File: config.mk
export PLATFORM = sky130hd
export DESIGN_NAME = part2_dot_mac
export DESIGN_NICKNAME = d
export VERILOG_FILES = /design/src/rtl/part2_dot_mac.sv
export SDC_FILE = /design/constraint.sdc
export NUM_CORES = 1
export LEC_CHECK = 0
export CORE_MARGIN = 2
export CORE_UTILIZATION = 45
export CTS_BUF_LIST = sky130_fd_sc_hd__clkbuf_8
export DETAILED_ROUTE_END_ITERATION = 6
export PLACE_DENSITY = 0.76
export SYNTH_ARGS = -nofsm -noshare
export SYNTH_HDL_FRONTEND = slang
export SYNTH_SLANG_ARGS = --single-unit
export TNS_END_PERCENT = 5
File: constraint.sdc
create_clock -name clk -period 14.7 [get_ports clk]
set_input_delay 2.205 -clock clk [delete_from_list [all_inputs] [get_ports clk]]
set_output_delay 2.205 -clock clk [all_outputs]
set_load 0.05 [all_outputs]
File: src/rtl/part2_dot_mac.sv
`default_nettype none
// ============================================================================
//  Module   : part2_dot_mac
//  Purpose  : Pipelined signed multiply-accumulate (dot-product) engine.
//             Accumulates VEC_LEN signed products of (a,b), emits the sum on
//             f with a one-cycle valid_out pulse, then starts a new vector.
//  Options  : MAC_SAT_EN - clamp the running sum to the ACC_W signed range
//             and report clamping on sat; undefined means the sum wraps.
//  Revision : 1.0 - initial release
// ============================================================================
module part2_dot_mac #(
    parameter int IN_W      = 8,
    parameter int ACC_W     = 20,
    parameter int VEC_LEN   = 4,
    parameter int PIPE_MULT = 0
) (
    input  logic             clk,
    input  logic             reset,
    input  logic             valid_in,
    input  logic             clear,
    input  logic [IN_W-1:0]  a,
    input  logic [IN_W-1:0]  b,
    output logic [ACC_W-1:0] f,
    output logic             valid_out,
    output logic             sat
);

    // Element counter needs at least one bit even for single-element vectors.
    localparam int               c_cnt_w    = (VEC_LEN > 1) ? $clog2(VEC_LEN) : 1;
    localparam logic [c_cnt_w-1:0] c_cnt_last = c_cnt_w'(VEC_LEN - 1);

    // Stage 1: operand registers
    logic signed [IN_W-1:0]   a_q;
    logic signed [IN_W-1:0]   b_q;
    logic                     v1_q;

    // Full-precision product and the product/valid seen by the accumulator
    logic signed [2*IN_W-1:0] mult;
    logic signed [2*IN_W-1:0] acc_prod;
    logic                     acc_v;

    // Accumulate stage
    logic signed [ACC_W-1:0]  acc_q, acc_d;
    logic [c_cnt_w-1:0]       cnt_q, cnt_d;
    logic [ACC_W-1:0]         f_q, f_d;
    logic                     vo_q, vo_d;
    logic signed [ACC_W-1:0]  acc_base;
    logic signed [ACC_W-1:0]  prod_ext;
    logic signed [ACC_W-1:0]  sum;

    // Capture operands on accepted input; clear drops the pair in flight.
    always_ff @(posedge clk) begin
        if (reset) begin
            a_q  <= '0;
            b_q  <= '0;
            v1_q <= 1'b0;
        end else if (clear) begin
            v1_q <= 1'b0;
        end else if (valid_in) begin
            a_q  <= a;
            b_q  <= b;
            v1_q <= 1'b1;
        end else begin
            v1_q <= 1'b0;
        end
    end

    // Operands are sign-extended first so the product is never truncated.
    assign mult = (2*IN_W)'(a_q) * (2*IN_W)'(b_q);

    generate
        if (PIPE_MULT != 0) begin : g_pipe_mult
            logic signed [2*IN_W-1:0] p_q;
            logic                     v2_q;

            // Optional product register stage between multiplier and adder.
            always_ff @(posedge clk) begin
                if (reset) begin
                    p_q  <= '0;
                    v2_q <= 1'b0;
                end else begin
                    if (v1_q) begin
                        p_q <= mult;
                    end
                    v2_q <= v1_q && !clear;
                end
            end

            assign acc_prod = p_q;
            assign acc_v    = v2_q;
        end else begin : g_comb_mult
            assign acc_prod = mult;
            assign acc_v    = v1_q;
        end
    endgenerate

    // Element 0 ignores the stale accumulator, so no explicit clear is needed.
    assign acc_base = (cnt_q == '0) ? '0 : acc_q;
    assign prod_ext = ACC_W'(acc_prod);

`ifdef MAC_SAT_EN
    localparam logic signed [ACC_W-1:0] c_acc_max = {1'b0, {(ACC_W-1){1'b1}}};
    localparam logic signed [ACC_W-1:0] c_acc_min = {1'b1, {(ACC_W-1){1'b0}}};

    logic signed [ACC_W:0] sum_wide;
    logic                  clamp_now;
    logic                  sticky_base;
    logic                  sticky_q, sticky_d;
    logic                  sat_q, sat_d;

    // One guard bit detects overflow; the top two bits disagree on overflow.
    assign sum_wide    = (ACC_W+1)'(acc_base) + (ACC_W+1)'(prod_ext);
    assign clamp_now   = sum_wide[ACC_W] != sum_wide[ACC_W-1];
    assign sum         = clamp_now ? (sum_wide[ACC_W] ? c_acc_min : c_acc_max)
                                   : sum_wide[ACC_W-1:0];
    assign sticky_base = (cnt_q == '0) ? 1'b0 : sticky_q;
    assign sat         = sat_q;
`else
    assign sum = acc_base + prod_ext;
    assign sat = 1'b0;
`endif

    // Next-state for accumulator, counter and result; clear aborts partial work.
    always_comb begin
        acc_d = acc_q;
        cnt_d = cnt_q;
        f_d   = f_q;
        vo_d  = 1'b0;
`ifdef MAC_SAT_EN
        sticky_d = sticky_q;
        sat_d    = sat_q;
`endif
        if (acc_v) begin
            if (cnt_q == c_cnt_last) begin
                f_d   = sum;
                vo_d  = 1'b1;
                cnt_d = '0;
`ifdef MAC_SAT_EN
                sat_d    = sticky_base | clamp_now;
                sticky_d = 1'b0;
`endif
            end else begin
                acc_d = sum;
                cnt_d = cnt_q + c_cnt_w'(1);
`ifdef MAC_SAT_EN
                sticky_d = sticky_base | clamp_now;
`endif
            end
        end
        // A last-element result above is still emitted; only the count is reset.
        if (clear) begin
            cnt_d = '0;
`ifdef MAC_SAT_EN
            sticky_d = 1'b0;
`endif
        end
    end

    // Accumulate-stage state registers.
    always_ff @(posedge clk) begin
        if (reset) begin
            acc_q <= '0;
            cnt_q <= '0;
            f_q   <= '0;
            vo_q  <= 1'b0;
`ifdef MAC_SAT_EN
            sticky_q <= 1'b0;
            sat_q    <= 1'b0;
`endif
        end else begin
            acc_q <= acc_d;
            cnt_q <= cnt_d;
            f_q   <= f_d;
            vo_q  <= vo_d;
`ifdef MAC_SAT_EN
            sticky_q <= sticky_d;
            sat_q    <= sat_d;
`endif
        end
    end

    assign f         = f_q;
    assign valid_out = vo_q;

endmodule
`default_nettype wire

# After elaboration in Yosys (flattened, before gate mapping)
# Cells that the tools add are included.
[word_totals] inputBits=20 wordCells=24 register_bits=60 output_inout_bits=22
[op_classes] n_reduce_logical=6 n_bitwise=3 mux=4 n_eq_ne=1 multipliers=1 n_addsub=2
[ops] operator="adder 20 x 16 -> 20 bit" n=1
[ops] operator="two-way mux 20 bit" n=1
[ops] operator="multiplier 8 x 8 -> 16 bit" n=1
[ops] operator="AND reduction 2 bit" n=3
[ops] operator="OR reduction 2 bit" n=2
[ops] operator="inverter 1 bit" n=3
[ops] operator="adder 2 x 1 -> 2 bit (second input constant)" n=1
[ops] operator="== test 2 bit (second input constant)" n=1
[ops] operator="logical NOT 2 bit" n=1
[ops] operator="two-way mux 1 bit" n=2
[ops] operator="two-way mux 2 bit" n=1

# Depth between registers and ports, before layout
# Gate-level depths: netlist of run 1.
[logic_depth] depth_word=3 ltp_mapped=21 depth_no_buf=19

# Worst setup path before layout of run 1
# OpenSTA, ideal clock, no wires.
[synth_path] path_kind="flip-flop to flip-flop" from="register b_q[0]" to="register f_q[19], in the netlist f[19]" setup_ps=117 path_slack_ps=9089 arrival_time_ps=5494 path_stages_with_launch=17 n_path_buf=1 period_less_slack_ps=5611 required_ps=14583 path_cell_list="dfxtp_1 > clkbuf_1 > and2_1 > inv_1 > fa_1 > inv_1 > fa_1 > fa_1 > fa_1 > fa_1 > ha_1 > and2_4 > a221oi_4 > a21oi_2 > o211a_1 > or3_1 > a32o_1"
[synth_via] elab_chain_cells=2
[synth_lines] element="from (decl)" line_no="34" source="logic signed [IN_W-1:0] b_q;"
[synth_lines] element="from (signal assigned)" line_no="55" source="b_q <= '0;"
[synth_lines] element="from (signal assigned)" line_no="61" source="b_q <= b;"
[synth_lines] element="multiplier 8 x 8 -> 16 bit" line_no="69" source="assign mult = (2*IN_W)'(a_q) * (2*IN_W)'(b_q);"
[synth_lines] element="adder 20 x 16 -> 20 bit" line_no="119" source="assign sum = acc_base + prod_ext;"
[synth_lines] element="to (signal assigned)" line_no="164" source="f_q <= '0;"
[synth_lines] element="to (signal assigned)" line_no="173" source="f_q <= f_d;"
[synth_lines] element="to (decl)" line_no="45" source="logic [ACC_W-1:0] f_q, f_d;"
# No other way between the ends.
# A chain may end at the register's enable or synchronous reset.

# Worst setup path after layout of run 1
[layout_path] from="register b_q[0]" to="register acc_q[19]"
[layout_via] elab_chain_cells=2
[layout_lines] element="multiplier 8 x 8 -> 16 bit" line_no="69"
[layout_lines] element="adder 20 x 16 -> 20 bit" line_no="119"
[layout_lines] element="to (signal assigned)" line_no="162" source="acc_q <= '0;"
[layout_lines] element="to (signal assigned)" line_no="171" source="acc_q <= acc_d;"
[layout_lines] element="to (decl)" line_no="43" source="logic signed [ACC_W-1:0] acc_q, acc_d;"
# No other way between the ends.

==> impl_metrics.ini, run 1 <==
[routing]
vias = 4427
wire_per_inst_um = 15.4
drt_iter0_drc = 213
wl_um = 13000
ant_nets = 0
vias_per_cell = 5.25
drt-pass1-iter-count = 5
drc = 0

[critical_path]
reg2reg_depth = 15
critPathKind = reg -> reg
cp-start-kind = register
cp_max_fo = 13
worstSetupEndpointType = register
worstSetupStartpoint = b_q[0]
r2r-end = acc_q[19]
worstReg2RegStart = b_q[0]
cp.arrival_ns = 6.21
r2r_slack_ns = 8.74
required_ns = 14.95

[global_routing]
grt_max_degree = 58
grt_pass1_vias = 4787
grt_pass1_wl_um = 23100
antenna_found_initial = 0
overflow = 0
grt_usage = 0.205

[finish]
final_common_cell = nand2_1
synthToLayoutAreaGrowth_pct = 12.4
drive_gt1_frac = 0.0372
stdcell_area_um2 = 6580
nNetsFinal = 824
fillers = 1169
antenna_cells = 0
final_cell_mix = nand2_1 (113), inv_1 (91), fa_1 (88)
fin_util = 0.519

[placed_design]
placed_area_um2 = 6350
gp_congestion = 0.879
detailed_place_hpwl_um = 10300
numPortBuffers = 40

[floorplan]
die_x_um = 118
ioPinCount = 42
die_h_um = 118
die-area_um2 = 13900
start_util = 0.462
rows = 41
core_um2 = 12700

[sta]
rsz0062_at_grt = no
hold_slack_ns = 0.459
finalSetupTns_ns = 0
fmax_mhz = 168
max_slew_margin = 0.314
period_share = 0.405
setup_viol = 0
hold_viol = 0
final-max-slew-violation-count = 0
fin_crit_ns = 5.96
worst_pin_slew_ns = 1.03
fin_skew_ns = 0.0133

[synthesis]
synth.area.top_cells = fa_1 (30%), dfxtp_1 (21%), ha_1 (10%), nand2_1 (7.2%), inv_1 (5.8%)
ys.warnings.count = 0
syn_area_um2 = 5850
syn_avg_cell_area_um2 = 9.06
yosys.area.top_type_share = 0.301
synth_seq_area_share = 0.205
synth_top_area_cell = fa_1
postSynthCellCount = 646
async_flop_share = 0
yosys_most_used_dff = dfxtp_1
synthesis.nets = 802
ys_types = 44
synth_edf_count = 0
synth-seq-cells = 60

[cts]
cts_tree = built
cts.reportedPaths.clkPinSlew_ns = 0.07
cts_buffer_depth = 2
hold_buffers = 0
numCtsBuffers = 9
cts_resized = 0
postCtsSetupBuffers = 0
clk_latency_ns = 0.35
clock-sinks = 60
htreeDepth = 3
cts-root-buf = clkbuf_8

[power]
power_density_nw_per_um2 = 61.2
total_power_mw = 0.403
ir_drop_mv = 0.0481
p_leak_nw = 3.13

[status]
status = completed

[worst_hold_path]
min_from = f[2]
min_to = f[2]
hold_depth = 2
hp-class = reg -> reg

[run]
cap_violations = 0
[per-stage QoR]
step	std cells	setup slack, ns
2_1_floorplan	646	9.09
3_3_place_gp	829	8.91
3_5_place_dp	829	8.78
4_1_cts	844	8.71
5_1_grt	844	8.41
6_report	844	8.74
[final cells by class]
| class | instances | area [µm²] | share of cell area |
|---|---|---|---|
| inverters | 92 | 345 | 0.0525 |
| clock buffers | 11 | 151 | 0.0230 |
| flip-flops and latches | 60 | 1200 | 0.183 |
| clock inverters | 4 | 72.6 | 0.0110 |
| multi-input cells | 464 | 4190 | 0.637 |
| repair buffers | 41 | 403 | 0.0613 |
| well taps | 172 | 215 | 0.0327 |
[how the worst max path moves through the flow]
stage,slack [ns],endpoint,cells past startpoint
final,8.74,acc_q[19],15
after global routing,8.41,acc_q[19],15
after CTS,8.71,acc_q[19],15
after detailed placement,8.78,acc_q[19],15
after global placement,8.91,acc_q[19],15
after floorplan,9.09,f[19],16
[report_power, final]
| group | internal, mW | leakage, nW | switching, mW |
|---|---|---|---|
| Sequential | 0.166 | 0.486 | 0.00592 |
| Clock | 0.103 | 0.111 | 0.0675 |
| Combinational | 0.0247 | 2.53 | 0.0352 |
[synth_stat cells, drive strengths merged, types with 6 or more instances]
master	instances
nor2	22
nand2	113
xnor2	16
a21o	7
a211oi	6
clkbuf	26
a21oi	50
nor2b	16
a22o	6
o21ai	6
nand2b	10
fa	88
and2	35
dfxtp	60
ha	48
inv	91
[flip-flops by register name (all words and copies together) (netlist names)]
register and flops:
acc_v 1, valid_out 1, a_q 8, f 20
b_q 8, acc_q 20, cnt_q 2
[cell families after synthesis]
group                      Yosys count  share of synthesized area
adders and majority gates          136                      0.404
xor gates and xnor gates            19                     0.0284
AOI/OAI and AO/OA                   94                      0.109
other                                1                   0.000641
DFF                                 60                      0.205
buffers and inverters              122                     0.0789
muxes                                2                    0.00364
and+or+nand+nor                    212                      0.170
[layer usage]
| metal | wire length (µm) | global-route usage | share of wire |
|---|---|---|---|
| met1 | 5860 | 0.275 | 0.45 |
| met2 | 6120 | 0.328 | 0.47 |
| met4 | 241 | 0.0587 | 0.019 |
| met3 | 775 | 0.0504 | 0.060 |
| met5 | 0 | 0 | 0 |
[critical path, cell delays in order (launching register included)]
cell	delay, ns
dfxtp_1	0.51
and2_1	0.72
inv_1	0.13
fa_1	0.50
inv_1	0.06
fa_1	0.52
fa_1	0.45
fa_1	0.53
fa_1	0.52
ha_1	0.40
and2_4	0.21
a221oi_4	0.29
a21oi_2	0.12
o211a_1	0.24
or3_1	0.37
a32o_1	0.27
Power figures use the tool's default switching activity.
==> inputs of run 2 (changes only) <==
clock period = 6.2 ns   (was 14.7 ns; I/O delays follow)
==> run 2 against run 1 <==
  * Non-clock buffer count up 2
  * Clock power rose by 140%
  * Critical path type unchanged
  * Combinational power grew 130%
  * Wire length fell by 3.0%
  * First-iteration DRC count is 5.2% higher
  * Maximum frequency grew 8.7%
  * Total power increased by 140%
==> impl_metrics.ini, run 2 (synthesized netlist as in run 1, its figures left out) <==
[floorplan]
die_h_um = 118
core_um2 = 12700
die-area_um2 = 13900
ioPinCount = 42
rows = 41
die_x_um = 118
start_util = 0.462

[routing]
drt_iter0_drc = 224
vias_per_cell = 5.12
ant_nets = 0
vias = 4330
wl_um = 12600
drc = 0
wire_per_inst_um = 14.9
drt-pass1-iter-count = 4

[sta]
fmax_mhz = 182
fin_skew_ns = 0.0104
rsz0062_at_grt = no
max_slew_margin = 0.327
hold_viol = 0
fin_crit_ns = 5.48
final-max-slew-violation-count = 0
period_share = 0.884
worst_pin_slew_ns = 1.01
finalSetupTns_ns = 0
setup_viol = 0
worst_slack_ns = 0.721

[status]
status = completed

[finish]
final_cell_mix = nand2_1 (113), inv_1 (91), fa_1 (88)
final_common_cell = nand2_1
seq_area_um2 = 1200
nNetsFinal = 826
fillers = 1191
multiInputGateArea_um2 = 4190
antenna_cells = 0
drive_gt1_frac = 0.0401
synthToLayoutAreaGrowth_pct = 12.7

[global_routing]
grt_usage = 0.199
antenna_found_initial = 0
grt_pass1_wl_um = 22400
grt_max_degree = 58
overflow = 0
grt_pass1_vias = 4712

[critical_path]
r2r-end = f[19]
cp_slowest_stage_delay_ns = 0.49
cp.arrival_ns = 5.73
reg2reg_depth = 18
cp_max_fo = 9
critPathKind = reg -> reg
worstReg2RegStart = cnt_q[0]
crit_top_cell = fa_1
crit_end = f[19]
worstPathCellList = inv_1 -> ha_1 -> nand2b_1 -> fa_1 -> inv_1 -> fa_1 -> inv_1 -> fa_1 -> inv_1 -> fa_1 -> fa_1 -> ha_1 -> and2_4 -> a221oi_4 -> a21oi_2 -> o211a_1 -> or3_1 -> a32o_1
worstSetupStartpoint = cnt_q[0]
worstSetupEndpointType = register
cp-start-kind = register
crit_slowest_cell = fa_1
required_ns = 6.45
r2r_slack_ns = 0.72

[cts]
cts_buffer_depth = 2
hold_buffers = 0
cts_resized = 0
cts.reportedPaths.clkPinSlew_ns = 0.07
numCtsBuffers = 9
cts-root-buf = clkbuf_8
cts_tree = built
clock-sinks = 60
postCtsSetupBuffers = 0
htreeDepth = 3
clk_latency_ns = 0.36

[placed_design]
detailed_place_hpwl_um = 10300
preCtsSetupSlack_ns = 0.740
gp_congestion = 0.920
numPortBuffers = 40

[power]
ir_drop_mv = 0.199
p_leak_nw = 3.14
power_density_nw_per_um2 = 145

[run]
cap_violations = 0

[worst_hold_path]
hp-class = reg -> reg
## run 2: worst min path at each step
stage                        start        to  slack [ns]  depth (start not counted)
after floorplan           acc_q[0]  acc_q[0]        0.43                          2
after global placement    acc_q[7]  acc_q[7]        0.44                          2
after detailed placement      f[0]      f[0]        0.45                          2
after CTS                     f[0]      f[0]        0.46                          2
after global routing          f[0]      f[0]        0.48                          2
final                         f[0]      f[0]        0.46                          2
## run 2: layer usage
metal	global-route usage	wire length, µm	vias up
li1	-	-	2075
met1	0.263	5720	2119
met2	0.329	6040	120
met3	0.0441	666	16
met4	0.0595	179	0
met5	0	0	-
## run 2: worst max-delay path, delay by kind of cell, from the launching register on
family	cells	cell delay [ns]
simple gates	3	0.81
fa+ha+maj	7	3.06
buf+inv	4	0.22
flops	1	0.34
compound gates	4	0.95
## run 2: layout make-up
class,instances,share of cell area
multi-input cells,464,0.635
flip-flops and latches,60,0.182
repair buffers,43,0.0634
inverters,92,0.0524
well taps,172,0.0326
clock buffers,11,0.0230
clock inverters,4,0.0110
## run 2: per-stage QoR
stage	power, mW	cell area (µm²)	util	hold WS, ns	std cells
floorplan	0.509	5850	-	0.432	646
global placement	0.550	6370	0.503	0.438	831
detailed placement	0.554	6370	0.503	0.451	831
CTS	0.959	6590	0.520	0.461	846
global route	0.991	6590	0.520	0.480	846
finish	0.954	6590	0.520	0.456	846
## run 2: report_power, final
group | internal (mW) | leakage, nW | switching, mW | total, mW
Sequential | 0.393 | 0.486 | 0.0136 | 0.407
Combinational | 0.0580 | 2.54 | 0.0821 | 0.140
Clock | 0.245 | 0.111 | 0.162 | 0.407
Total | 0.697 | 3.14 | 0.258 | 0.954
